## src/rtl/ah_demux_route_stage.sv

```systemverilog
// ah_demux_route_stage
// Registered routing front-end for the 11-way AH demux. Each packet's destination
// is taken from its SOP beat and carried alongside every beat of that packet.
// Beats leave through a two-entry (main + skid) buffer so that ing_ready can be a
// plain register. Packets with an illegal destination, and orphan beats seen
// outside a packet, are accepted and discarded, and each one is counted.
module ah_demux_route_stage #(
    parameter int DATA_W  = 258,
    parameter int NUM_EGR = 11,
    parameter int SEL_W   = 4,
    parameter int SEL_LSB = 0,
    parameter int CNT_W   = 16
) (
    input  logic              clk,
    input  logic              rst,
    input  logic [DATA_W-1:0] ing_data,
    input  logic              ing_valid,
    output logic              ing_ready,
    output logic [DATA_W-1:0] egr_data,
    output logic              egr_valid,
    input  logic              egr_ready,
    output logic [SEL_W-1:0]  egr_select,
    output logic              drop_pulse,
    output logic [CNT_W-1:0]  drop_count
);

    localparam logic [1:0]  ST_IDLE   = 2'd0;
    localparam logic [1:0]  ST_PASS   = 2'd1;
    localparam logic [1:0]  ST_DROP   = 2'd2;
    localparam logic [31:0] NUM_EGR_U = 32'(NUM_EGR);

    // Packet tracking
    logic [1:0]        r_state;
    logic [SEL_W-1:0]  r_cur_sel;

    // Output buffer: main entry drives the egress, skid entry absorbs one extra beat
    logic              r_main_valid;
    logic [DATA_W-1:0] r_main_data;
    logic [SEL_W-1:0]  r_main_sel;
    logic              r_skid_valid;
    logic [DATA_W-1:0] r_skid_data;
    logic [SEL_W-1:0]  r_skid_sel;
    logic              r_ing_ready;
    logic              r_drop_pulse;
    logic [CNT_W-1:0]  r_drop_count;

    logic              w_sop;
    logic              w_eop;
    logic [SEL_W-1:0]  w_dest;
    logic              w_legal;
    logic              w_ing_fire;
    logic              w_main_free;

    logic              w_write;
    logic              w_drop;
    logic [SEL_W-1:0]  w_sel;
    logic [1:0]        w_state_next;
    logic [SEL_W-1:0]  w_cur_sel_next;

    logic              w_main_valid_next;
    logic [DATA_W-1:0] w_main_data_next;
    logic [SEL_W-1:0]  w_main_sel_next;
    logic              w_skid_valid_next;
    logic [DATA_W-1:0] w_skid_data_next;
    logic [SEL_W-1:0]  w_skid_sel_next;

    assign w_sop       = ing_data[DATA_W-1];
    assign w_eop       = ing_data[DATA_W-2];
    assign w_dest      = ing_data[SEL_LSB +: SEL_W];
    assign w_legal     = (32'(w_dest) < NUM_EGR_U);
    assign w_ing_fire  = ing_valid & r_ing_ready;
    // Main can take a new beat if it is empty or its current beat leaves this cycle
    assign w_main_free = ~r_main_valid | egr_ready;

    // Classify each accepted beat: forward it (with which select) or discard it
    always_comb begin
        w_write        = 1'b0;
        w_drop         = 1'b0;
        w_sel          = r_cur_sel;
        w_state_next   = r_state;
        w_cur_sel_next = r_cur_sel;
        if (w_ing_fire) begin
            if (w_sop) begin
                // Any SOP starts a fresh packet, even in the middle of another one
                if (w_legal) begin
                    w_write        = 1'b1;
                    w_sel          = w_dest;
                    w_cur_sel_next = w_dest;
                    w_state_next   = w_eop ? ST_IDLE : ST_PASS;
                end else begin
                    w_drop       = 1'b1;
                    w_state_next = w_eop ? ST_IDLE : ST_DROP;
                end
            end else begin
                case (r_state)
                    ST_PASS: begin
                        w_write = 1'b1;
                        if (w_eop) begin
                            w_state_next = ST_IDLE;
                        end
                    end
                    ST_DROP: begin
                        if (w_eop) begin
                            w_state_next = ST_IDLE;
                        end
                    end
                    default: begin
                        // Continuation beat with no open packet
                        w_drop       = 1'b1;
                        w_state_next = ST_IDLE;
                    end
                endcase
            end
        end
    end

    // Buffer next state; the skid entry always drains into main ahead of new beats
    always_comb begin
        w_main_valid_next = r_main_valid;
        w_main_data_next  = r_main_data;
        w_main_sel_next   = r_main_sel;
        w_skid_valid_next = r_skid_valid;
        w_skid_data_next  = r_skid_data;
        w_skid_sel_next   = r_skid_sel;
        if (r_skid_valid) begin
            // ing_ready is low here, so no new beat can arrive this cycle
            if (w_main_free) begin
                w_main_valid_next = 1'b1;
                w_main_data_next  = r_skid_data;
                w_main_sel_next   = r_skid_sel;
                w_skid_valid_next = 1'b0;
            end
        end else if (w_write) begin
            if (w_main_free) begin
                w_main_valid_next = 1'b1;
                w_main_data_next  = ing_data;
                w_main_sel_next   = w_sel;
            end else begin
                w_skid_valid_next = 1'b1;
                w_skid_data_next  = ing_data;
                w_skid_sel_next   = w_sel;
            end
        end else if (w_main_free) begin
            w_main_valid_next = 1'b0;
        end
    end

    // Packet state and the select latched from the current packet's SOP
    always_ff @(posedge clk) begin
        if (rst) begin
            r_state   <= ST_IDLE;
            r_cur_sel <= '0;
        end else begin
            r_state   <= w_state_next;
            r_cur_sel <= w_cur_sel_next;
        end
    end

    // Buffer registers; ready is registered from the skid occupancy it will have
    always_ff @(posedge clk) begin
        if (rst) begin
            r_main_valid <= 1'b0;
            r_main_data  <= '0;
            r_main_sel   <= '0;
            r_skid_valid <= 1'b0;
            r_skid_data  <= '0;
            r_skid_sel   <= '0;
            r_ing_ready  <= 1'b0;
        end else begin
            r_main_valid <= w_main_valid_next;
            r_main_data  <= w_main_data_next;
            r_main_sel   <= w_main_sel_next;
            r_skid_valid <= w_skid_valid_next;
            r_skid_data  <= w_skid_data_next;
            r_skid_sel   <= w_skid_sel_next;
            r_ing_ready  <= ~w_skid_valid_next;
        end
    end

    // Drop reporting: one pulse per rejected packet, saturating counter
    always_ff @(posedge clk) begin
        if (rst) begin
            r_drop_pulse <= 1'b0;
            r_drop_count <= '0;
        end else begin
            r_drop_pulse <= w_drop;
            if (w_drop && (r_drop_count != {CNT_W{1'b1}})) begin
                r_drop_count <= r_drop_count + 1'b1;
            end
        end
    end

    assign ing_ready  = r_ing_ready;
    assign egr_valid  = r_main_valid;
    assign egr_data   = r_main_data;
    assign egr_select = r_main_sel;
    assign drop_pulse = r_drop_pulse;
    assign drop_count = r_drop_count;

endmodule

```

## config.mk

```make
export PLATFORM = sky130hd
export DESIGN_NAME = ah_demux_route_stage
export DESIGN_NICKNAME = d
export VERILOG_FILES = /design/src/rtl/ah_demux_route_stage.sv
export SDC_FILE = /design/constraint.sdc
export NUM_CORES = 1
export LEC_CHECK = 0
export CAP_MARGIN = 20
export CORE_MARGIN = 3
export CORE_UTILIZATION = 53
export DETAILED_ROUTE_END_ITERATION = 6
export PLACE_DENSITY_LB_ADDON = 0.15
export SLEW_MARGIN = 40
export SYNTH_ARGS = -nofsm -noshare
export SYNTH_HDL_FRONTEND = slang
export SYNTH_SLANG_ARGS = --single-unit
```

## constraint.sdc

```tcl
create_clock -name clk -period 6.52 [get_ports clk]
set_clock_uncertainty 0.15 [all_clocks]
set_input_delay 1.304 -clock clk [delete_from_list [all_inputs] [get_ports clk]]
set_output_delay 1.304 -clock clk [all_outputs]
set_load 0.01 [all_outputs]
```

Word level (Yosys, flattened, before mapping)
Cells that the tools add are included.
{"block": "word_totals", "in_bits": 262, "word_cells": 62, "out_inout_bits": 281, "regBits": 550}
{"block": "op_classes", "mux": 32, "addsub": 1, "reduce_logical": 7, "order_cmp": 1, "n_bitwise": 6, "n_eq_ne": 4}
{"op": "$mux 258", "count": 4}
{"op": "$mux 4", "count": 7}
{"op": "$add 16x1->16 const B", "count": 1}
{"op": "$mux 1", "count": 16}
{"op": "$ne 16x16->1 const B", "count": 1}
{"op": "$mux 2", "count": 5}
{"op": "$lt 4x4->1 const B", "count": 1}
{"op": "$not 1->1", "count": 4}
{"op": "$reduce_and 2->1", "count": 2}
{"op": "$ne 3x1->1 const B", "count": 1}
{"op": "$reduce_and 3->1", "count": 1}
{"op": "$reduce_bool 3->1", "count": 1}
{"op": "$eq 2x1->1 const B", "count": 1}
{"op": "$eq 2x2->1 const B", "count": 1}
{"op": "$reduce_bool 2->1", "count": 1}
{"op": "$reduce_or 2->1", "count": 1}
{"op": "$and 1x1->1", "count": 1}
{"op": "$logic_and 1x1->1", "count": 1}
{"op": "$or 1x1->1", "count": 1}

Logic depth before layout (Yosys ltp)
{"block": "depth", "ltp_word": 7, "depth_mapped": 10}

Worst setup path before layout
OpenSTA, ideal clock, no wires.
{"block": "synth_timing", "kind": "input-to-reg", "startpoint": "in ing_data[257]", "endpoint": "reg r_main_data[141] (netlist: egr_data[141])", "t_arrival_ps": 2750, "path_stages": 8, "t_required_ps": 6224, "path_slack_ps": 3474, "path_cell_list": "buf_2 > and3b_1 > a211o_1 > nor2b_1 > buf_2 > buf_2 > buf_2 > a211oi_2"}
{"block": "synth_between", "elab_chain_len": 4}
{"item": "start, declared", "line": "16", "text": "input logic [DATA_W-1:0] ing_data,"}
{"item": "$mux 1", "line": "83", "text": "if (w_sop) begin"}
{"item": "$mux 1", "line": "82", "text": "if (w_ing_fire) begin"}
{"item": "$reduce_bool 2->1 (no line)"}
{"item": "$reduce_and 2->1 (no line)"}
{"item": "end signal, assigned", "line": "171", "text": "r_main_data <= w_main_data_next;"}
{"item": "end, declared", "line": "38", "text": "logic [DATA_W-1:0] r_main_data;"}
No other way between the ends.
A chain may end at the register's enable or synchronous reset.

Worst setup path in the final report
{"block": "layout_timing", "startpoint": "in ing_data[3]", "endpoint": "reg r_main_data[183] (netlist: egr_data[183])"}
{"block": "layout_between", "elab_chain_len": 6}
{"item": "$lt 4x4->1", "line": "70", "text": "assign w_legal = (32'(w_dest) < NUM_EGR_U);"}
{"item": "$mux 1", "line": "85", "text": "if (w_legal) begin"}
{"item": "$mux 1", "line": "83"}
{"item": "$mux 1", "line": "82"}
{"item": "$reduce_bool 2->1 (no line)"}
{"item": "$reduce_and 2->1 (no line)"}
No other way between the ends.

==> impl_results.html <==
<table>
<tr><th>Metric</th><th>Value</th></tr>
<tr><th colspan="2">Final layout</th></tr>
<tr><td>Area growth from synthesis to layout</td><td>33.26%</td></tr>
<tr><td>Combined flip-flop and latch cell area</td><td>11,010 um^2</td></tr>
<tr><td>Most common library cell in the layout ignoring fill and taps</td><td>sky130_fd_sc_hd__dfxtp_1</td></tr>
<tr><td>Count of placed standard cells in the final layout, fillers left out</td><td>3,446</td></tr>
<tr><td>Fin nets</td><td>3,126</td></tr>
<tr><td>Commonest non-fill, non-tap cells in the layout</td><td>sky130_fd_sc_hd__dfxtp_1 (549), sky130_fd_sc_hd__clkdlybuf4s50_1 (541), sky130_fd_sc_hd__nand2_1 (531), sky130_fd_sc_hd__nor2_1 (291), sky130_fd_sc_hd__a21oi_1 (264)</td></tr>
<tr><td>Fill cell count</td><td>3,076</td></tr>
<tr><td>Ratio of cells with drive above 1 in the final layout</td><td>7.342%</td></tr>
<tr><td>Area of the multi-input gates</td><td>10,070 um^2</td></tr>
<tr><th colspan="2">Pwr</th></tr>
<tr><td>Static Leak</td><td>9.261 nW</td></tr>
<tr><td>Peak ir drop on the vdd network</td><td>224.2 uV</td></tr>
<tr><td>Total Power Consumption</td><td>7.340 mW</td></tr>
<tr><td>Power density of the placed cells</td><td>249.7 nW/um^2</td></tr>
<tr><th colspan="2">GRT</th></tr>
<tr><td>Remaining global-route overflow</td><td>0</td></tr>
<tr><td>Global-route wire length before repair</td><td>98,110 um</td></tr>
<tr><td>Total global-route track usage</td><td>27.31%</td></tr>
<tr><td>Largest net degree at the start of global routing</td><td>184</td></tr>
<tr><td>Number of global-route vias before repair</td><td>18,020</td></tr>
<tr><td>Initial antenna violation count</td><td>21</td></tr>
<tr><th colspan="2">Timing</th></tr>
<tr><td>Setup_tns</td><td>0 ns</td></tr>
<tr><td>Worst slew margin relative to its limit</td><td>47.26%</td></tr>
<tr><td>Final worst-path cycle share</td><td>59.15%</td></tr>
<tr><td>Least setup slack across all paths after layout</td><td>2.664 ns</td></tr>
<tr><td>Min Hold Slack</td><td>0.3028 ns</td></tr>
<tr><td>Hold Violations, Final</td><td>0</td></tr>
<tr><td>Unrepaired setup endpoints after global routing</td><td>no</td></tr>
<tr><td>Slew Limit Fails</td><td>0</td></tr>
<tr><td>Slew of the pin with the lowest slew margin</td><td>0.7911 ns</td></tr>
<tr><td>Achievable frequency</td><td>0.2593 GHz</td></tr>
<tr><td>Fin crit period</td><td>3.856 ns</td></tr>
<tr><td>Final count of negative-setup-slack endpoints</td><td>0</td></tr>
<tr><th colspan="2">Synth</th></tr>
<tr><td>Number of distinct standard cells referenced by the synthesized netlist</td><td>45</td></tr>
<tr><td>Top cell type's share of synthesized area</td><td>49.92%</td></tr>
<tr><td>Net Count, Synth</td><td>2,717</td></tr>
<tr><td>Yosys Warn Count</td><td>0</td></tr>
<tr><td>Most common flop cell mapped by yosys</td><td>sky130_fd_sc_hd__dfxtp_1</td></tr>
<tr><td>Xor and xnor fraction of the mapped netlist area</td><td>0.3971%</td></tr>
<tr><td>Share of cell area taken by muxes after synthesis</td><td>11.86%</td></tr>
<tr><td>Cell taking the most area after synthesis</td><td>sky130_fd_sc_hd__dfxtp_1</td></tr>
<tr><td>Adder and majority cell fraction of the synthesized area</td><td>0.1135%</td></tr>
<tr><td>Total standard cell area after synthesis</td><td>22,060 um^2</td></tr>
<tr><td>Instance count of the mapped netlist</td><td>2,453</td></tr>
<tr><td>Number of flip-flops and latches in the synthesized netlist</td><td>550</td></tr>
<tr><td>Number of enable-type register cells in the synthesized netlist</td><td>0</td></tr>
<tr><td>Complex-gate fraction of the synthesized area</td><td>18.18%</td></tr>
<tr><td>Syn avg cell area</td><td>8.992 um^2</td></tr>
<tr><td>Portion of the post-synthesis area used by sequential elements</td><td>49.92%</td></tr>
<tr><td>Main combinational cell family by area after synthesis</td><td>compound AO/OA/AOI/OAI gates</td></tr>
<tr><td>Top area cells in the synthesized netlist</td><td>sky130_fd_sc_hd__dfxtp_1 (50%), sky130_fd_sc_hd__mux2i_1 (12%), sky130_fd_sc_hd__nand2_1 (9.0%), sky130_fd_sc_hd__a21oi_1 (6.0%), sky130_fd_sc_hd__a211oi_1 (5.7%)</td></tr>
<tr><td>Simple-Gate Fraction of Synth Area</td><td>15.00%</td></tr>
<tr><td>Post-synthesis async set-or-reset flop share</td><td>0%</td></tr>
<tr><th colspan="2">Setup path</th></tr>
<tr><td>CP bufs+invs</td><td>2</td></tr>
<tr><td>Startpoint-to-endpoint class of the critical path</td><td>in2reg</td></tr>
<tr><td>Worst setup SP type</td><td>input port</td></tr>
<tr><td>Kind of cell adding the most delay to the critical path</td><td>buffers and inverters</td></tr>
<tr><td>Data arrival time at the worst-slack endpoint</td><td>4.20 ns</td></tr>
<tr><td>Cell chain of the critical path</td><td>clkdlybuf4s50_1 -&gt; and3b_1 -&gt; a211o_1 -&gt; nor2b_4 -&gt; buf_12 -&gt; nor2_1 -&gt; a211oi_2</td></tr>
<tr><td>Critical path's largest stage delay</td><td>0.62 ns</td></tr>
<tr><td>Largest fanout of any net on the critical path</td><td>148</td></tr>
<tr><td>Critical-path top delay cell</td><td>sky130_fd_sc_hd__clkdlybuf4s50_1</td></tr>
<tr><td>Worst Setup End Kind</td><td>flip-flop</td></tr>
<tr><td>Required arrival time at the worst endpoint</td><td>6.87 ns</td></tr>
<tr><th colspan="2">Outcome</th></tr>
<tr><td>Status</td><td>finished, final reports clean</td></tr>
<tr><th colspan="2">Placed design</th></tr>
<tr><td>Setup Slack @ Placement</td><td>2.057 ns</td></tr>
<tr><td>Placer congestion estimate</td><td>0.8725</td></tr>
<tr><td>Placed instance count</td><td>3,335</td></tr>
<tr><td>Total of buffers placed on input and output ports</td><td>542</td></tr>
<tr><td>Final HPWL DP</td><td>41,980 um</td></tr>
<tr><th colspan="2">Routing</th></tr>
<tr><td>First drt pass iteration count</td><td>6</td></tr>
<tr><td># DRC</td><td>0</td></tr>
<tr><td>Via density per instance</td><td>5.461</td></tr>
<tr><td>Antenna-violating nets left</td><td>0</td></tr>
<tr><td>Total vias in the final route</td><td>18,820</td></tr>
<tr><td>Routed Wire Length</td><td>63,670 um</td></tr>
<tr><td>Number of design-rule violations left by the first detailed-router iteration</td><td>1,522</td></tr>
<tr><td>Routed WL per cell</td><td>18.48 um</td></tr>
<tr><th colspan="2">Flow run</th></tr>
<tr><td>Number of max-cap violations</td><td>0</td></tr>
<tr><th colspan="2">Clocking</th></tr>
<tr><td>Number of H-tree levels</td><td>2</td></tr>
<tr><td>Cell chosen for the clock root</td><td>sky130_fd_sc_hd__clkbuf_16</td></tr>
<tr><td>TritonCTS buffer count</td><td>55</td></tr>
<tr><td>CTS Sinks</td><td>550</td></tr>
<tr><td>Count of hold-fix buffers inserted at cts</td><td>0</td></tr>
<tr><td>Resize count post-CTS</td><td>0</td></tr>
<tr><td>Clock-pin slew on the worst setup and hold paths</td><td>0.06 ns</td></tr>
<tr><td>Maximum number of buffers from clock root to sink</td><td>3</td></tr>
<tr><td>Number of buffers inserted to repair setup after CTS</td><td>0</td></tr>
<tr><td>Clock Latency Late Sink</td><td>0.59 ns</td></tr>
<tr><td>TritonCTS clock tree</td><td>built</td></tr>
<tr><th colspan="2">Floorplan</th></tr>
<tr><td>Starting density of the core</td><td>53.77%</td></tr>
<tr><td>Core outline area</td><td>41,020 um^2</td></tr>
<tr><td>Die width</td><td>210 um</td></tr>
<tr><td># rows</td><td>74</td></tr>
<tr><td>Die extent in y</td><td>210 um</td></tr>
<tr><td>Boundary pin count</td><td>543</td></tr>
<tr><td>Die footprint</td><td>44,100 um^2</td></tr>
<tr><th colspan="2">Min path</th></tr>
<tr><td>Worst min path class</td><td>reg2reg</td></tr>
</table>
==> flip-flops by register name, indices dropped and copies added, names as in the netlist <==
signal	cells
drop_pulse	1
drop_count	16
egr_data	258
r_cur_sel	4
egr_select	4
r_skid_data	258
ing_ready	1
r_skid_valid	1
r_state	2
r_skid_sel	4
egr_valid	1
==> routing by layer <==
metal  track usage [%]  wire length (um)
met5                 0                90
met4             12.88              2507
met3             9.138              5425
met2             44.56             30160
met1             32.75             25480
==> path summary, 6_finish.rpt <==
check,startpoint,end,slack (ns),cells after the start
worst max-delay path,ing_data[3],egr_data[183],2.66,7
worst min-delay path,r_skid_data[93],r_skid_data[93],0.30,2
worst max register to register,r_state[1],egr_data[183],3.64,8
worst min register to register,r_skid_data[93],r_skid_data[93],0.30,2
==> report_power, final <==
part | switching (mW) | internal [mW] | total [mW]
Sequential | 0.0537 | 3.45 | 3.51
Combinational | 0.365 | 0.399 | 0.764
Clock | 1.29 | 1.77 | 3.07
Total | 1.71 | 5.63 | 7.34
==> cells in the mapped netlist, types with 2 or more instances <==
cell / n
sky130_fd_sc_hd__a211oi_2: 97
sky130_fd_sc_hd__nand3_1: 9
sky130_fd_sc_hd__clkbuf_1: 101
sky130_fd_sc_hd__o211a_1: 3
sky130_fd_sc_hd__a22oi_1: 2
sky130_fd_sc_hd__mux2i_1: 259
sky130_fd_sc_hd__buf_4: 21
sky130_fd_sc_hd__nor2_1: 291
sky130_fd_sc_hd__and4_1: 3
sky130_fd_sc_hd__nand2_1: 531
sky130_fd_sc_hd__nor3_1: 8
sky130_fd_sc_hd__nand2b_1: 2
sky130_fd_sc_hd__xnor2_1: 8
sky130_fd_sc_hd__dfxtp_1: 550
sky130_fd_sc_hd__ha_1: 2
sky130_fd_sc_hd__a21o_1: 4
sky130_fd_sc_hd__a21oi_1: 264
sky130_fd_sc_hd__o21ai_0: 6
sky130_fd_sc_hd__or3_1: 2
sky130_fd_sc_hd__a211oi_1: 168
sky130_fd_sc_hd__nor2b_1: 3
sky130_fd_sc_hd__mux2_2: 2
sky130_fd_sc_hd__xor2_1: 2
sky130_fd_sc_hd__buf_2: 90
sky130_fd_sc_hd__a2111oi_0: 3
sky130_fd_sc_hd__inv_1: 3
==> kinds of logic (layout without fill, tap and decap cells) <==
group           after synthesis  count (layout)
buf+inv                     215             663
other cells                   0              13
xor+xnor                     10              10
compound gates              557             557
fa+ha+maj                     2               2
simple gates                858             858
flops                       550             550
mux                         261             261
==> through the flow <==
| step | area [um^2] | utilization, % |
|---|---|---|
| CTS | 29290 | 71.42 |
| floorplan | 22060 | - |
| detailed placement | 27540 | 67.14 |
| global route | 29380 | 71.63 |
| finish | 29390 | 71.66 |
| global placement | 27410 | 66.83 |
==> worst min-delay path: cells and delay by family (launching register included) <==
kind               cells  cell delay [ns]
AOI/OAI and AO/OA      1             0.05
and+or+nand+nor        1             0.05
DFF                    1             0.31
==> area by class of cell <==
cell class	instances	area share, %
Sequential cell	550	37.47
Inverter	3	0.03831
Clock buffer	83	5.619
Antenna cell	13	0.1107
Timing Repair Buffer	564	19.88
Tap cell	532	2.265
Multi-Input combinational cell	1688	34.26
Clock inverter	13	0.3448
Power figures use the tool's default switching activity.
==> RTL change, RTL diff (config.mk and constraints unchanged) <==
Set the parameter `CNT_W` to 14 (it was 16).
--- a/src/rtl/ah_demux_route_stage.sv
+++ b/src/rtl/ah_demux_route_stage.sv
@@ -9,7 +9,7 @@
     parameter int NUM_EGR = 11,
     parameter int SEL_W   = 4,
     parameter int SEL_LSB = 0,
-    parameter int CNT_W   = 16
+    parameter int CNT_W   = 14
 ) (
     input  logic              clk,
     input  logic              rst,
Interface: changed (resized drop_count); port bits go from 543 to 541. No check against the original RTL was run, so the function may have changed too.
==> RTL change against the original RTL <==
Routed wire length shrank 0.93%; first-iteration DRC count decreased by 3.6%; sequential cell count is 2 lower; sequential power barely moved; setup slack gained 0.094 ns; design area is 1.8% lower; sequential share of layout area increased by 0.56 points; synthesized cell count decreased by 0.53%; synthesized area shrank 1.8%; largest power group unchanged; non-clock buffer count fell by 6; maximum frequency increased by 2.5%; highest routed layer unchanged; total power increased by 1.3%.
==> RTL change: results <==
drt:
  route.met3.wl_um: 4980
  first_iter_violations: 1467
  avgViaCountPerCell: 5.48
  met1_length_um: 25000
status:
  status: "completed"
setup_path:
  setup.worst_path.end: "egr_data[38]"
  rrSetupSlack_ns: 3.47
  cp_max_fo: 154
  reg2reg_depth: 6
  crit_path_start: "ing_data[2]"
global_routing:
  grtUsageMet1: 0.333
  grt_util_met2: 0.452
  grt_max_degree: 176
  antenna_found_initial: 14
  gr-usage-met3: 0.0823
  grt_usage: 0.276
timing:
  slew_headroom: 0.436
  min_period_ns: 3.76
synth:
  synth.distinct_cells: 43
  postSynthAreaPerCell_um2: 8.88
  yosys-top-cells-count: "dfxtp_1 (548), nand2_1 (526), nor2_1 (284)"
  synth_area_leaders: "dfxtp_1 (51%), mux2i_1 (12%), nand2_1 (9.1%)"
  synth_nets: 2704
  ys_seq_area_frac: 0.507
placed_design:
  dp_hpwl_um: 40900
  place.gp.congestion: 0.818
  placed_cell_area_um2: 27000
  dp.cells: 3313
  portBuffers: 540
  pre_cts_ws_ns: 2.24
layout:
  n_fill_cell: 3043
  nets: 3108
  fin_cells: 3422
  drive_above_1_share: 0.0416
clocking:
  cts_setup_buffers: 0
  cts_made_buffers: 54
hold_path:
  hp-start: "r_skid_data[72]"
RTL change: cell families (layout without fill, tap and decap cells):
family          Yosys count  count (layout)  share of synthesized area
flops                   548             548                      0.507
compound gates          559             559                      0.166
buf+inv                 215             660                     0.0518
fa+ha+maj                 2               2                    0.00116
xor+xnor                 12              12                    0.00485
other cells               0              12                          0
mux                     260             260                      0.120
simple gates            844             844                      0.150
RTL change: power by group:
group,switching [mW],total (mW),internal [mW]
registers,0.0534,3.50,3.44
logic,0.346,0.736,0.390
clock network,1.29,3.20,1.91
RTL change: area by class of cell:
type | count | area (um^2) | area share
clock inverter | 15 | 201 | 0.00698
multi-input combinational | 1677 | 9590 | 0.332
sequential | 548 | 11000 | 0.380
antenna | 12 | 30.0 | 0.00104
timing repair buffer | 558 | 5750 | 0.199
inverter | 5 | 18.8 | 0.000651
tap | 525 | 657 | 0.0228
clock buffer | 82 | 1630 | 0.0565
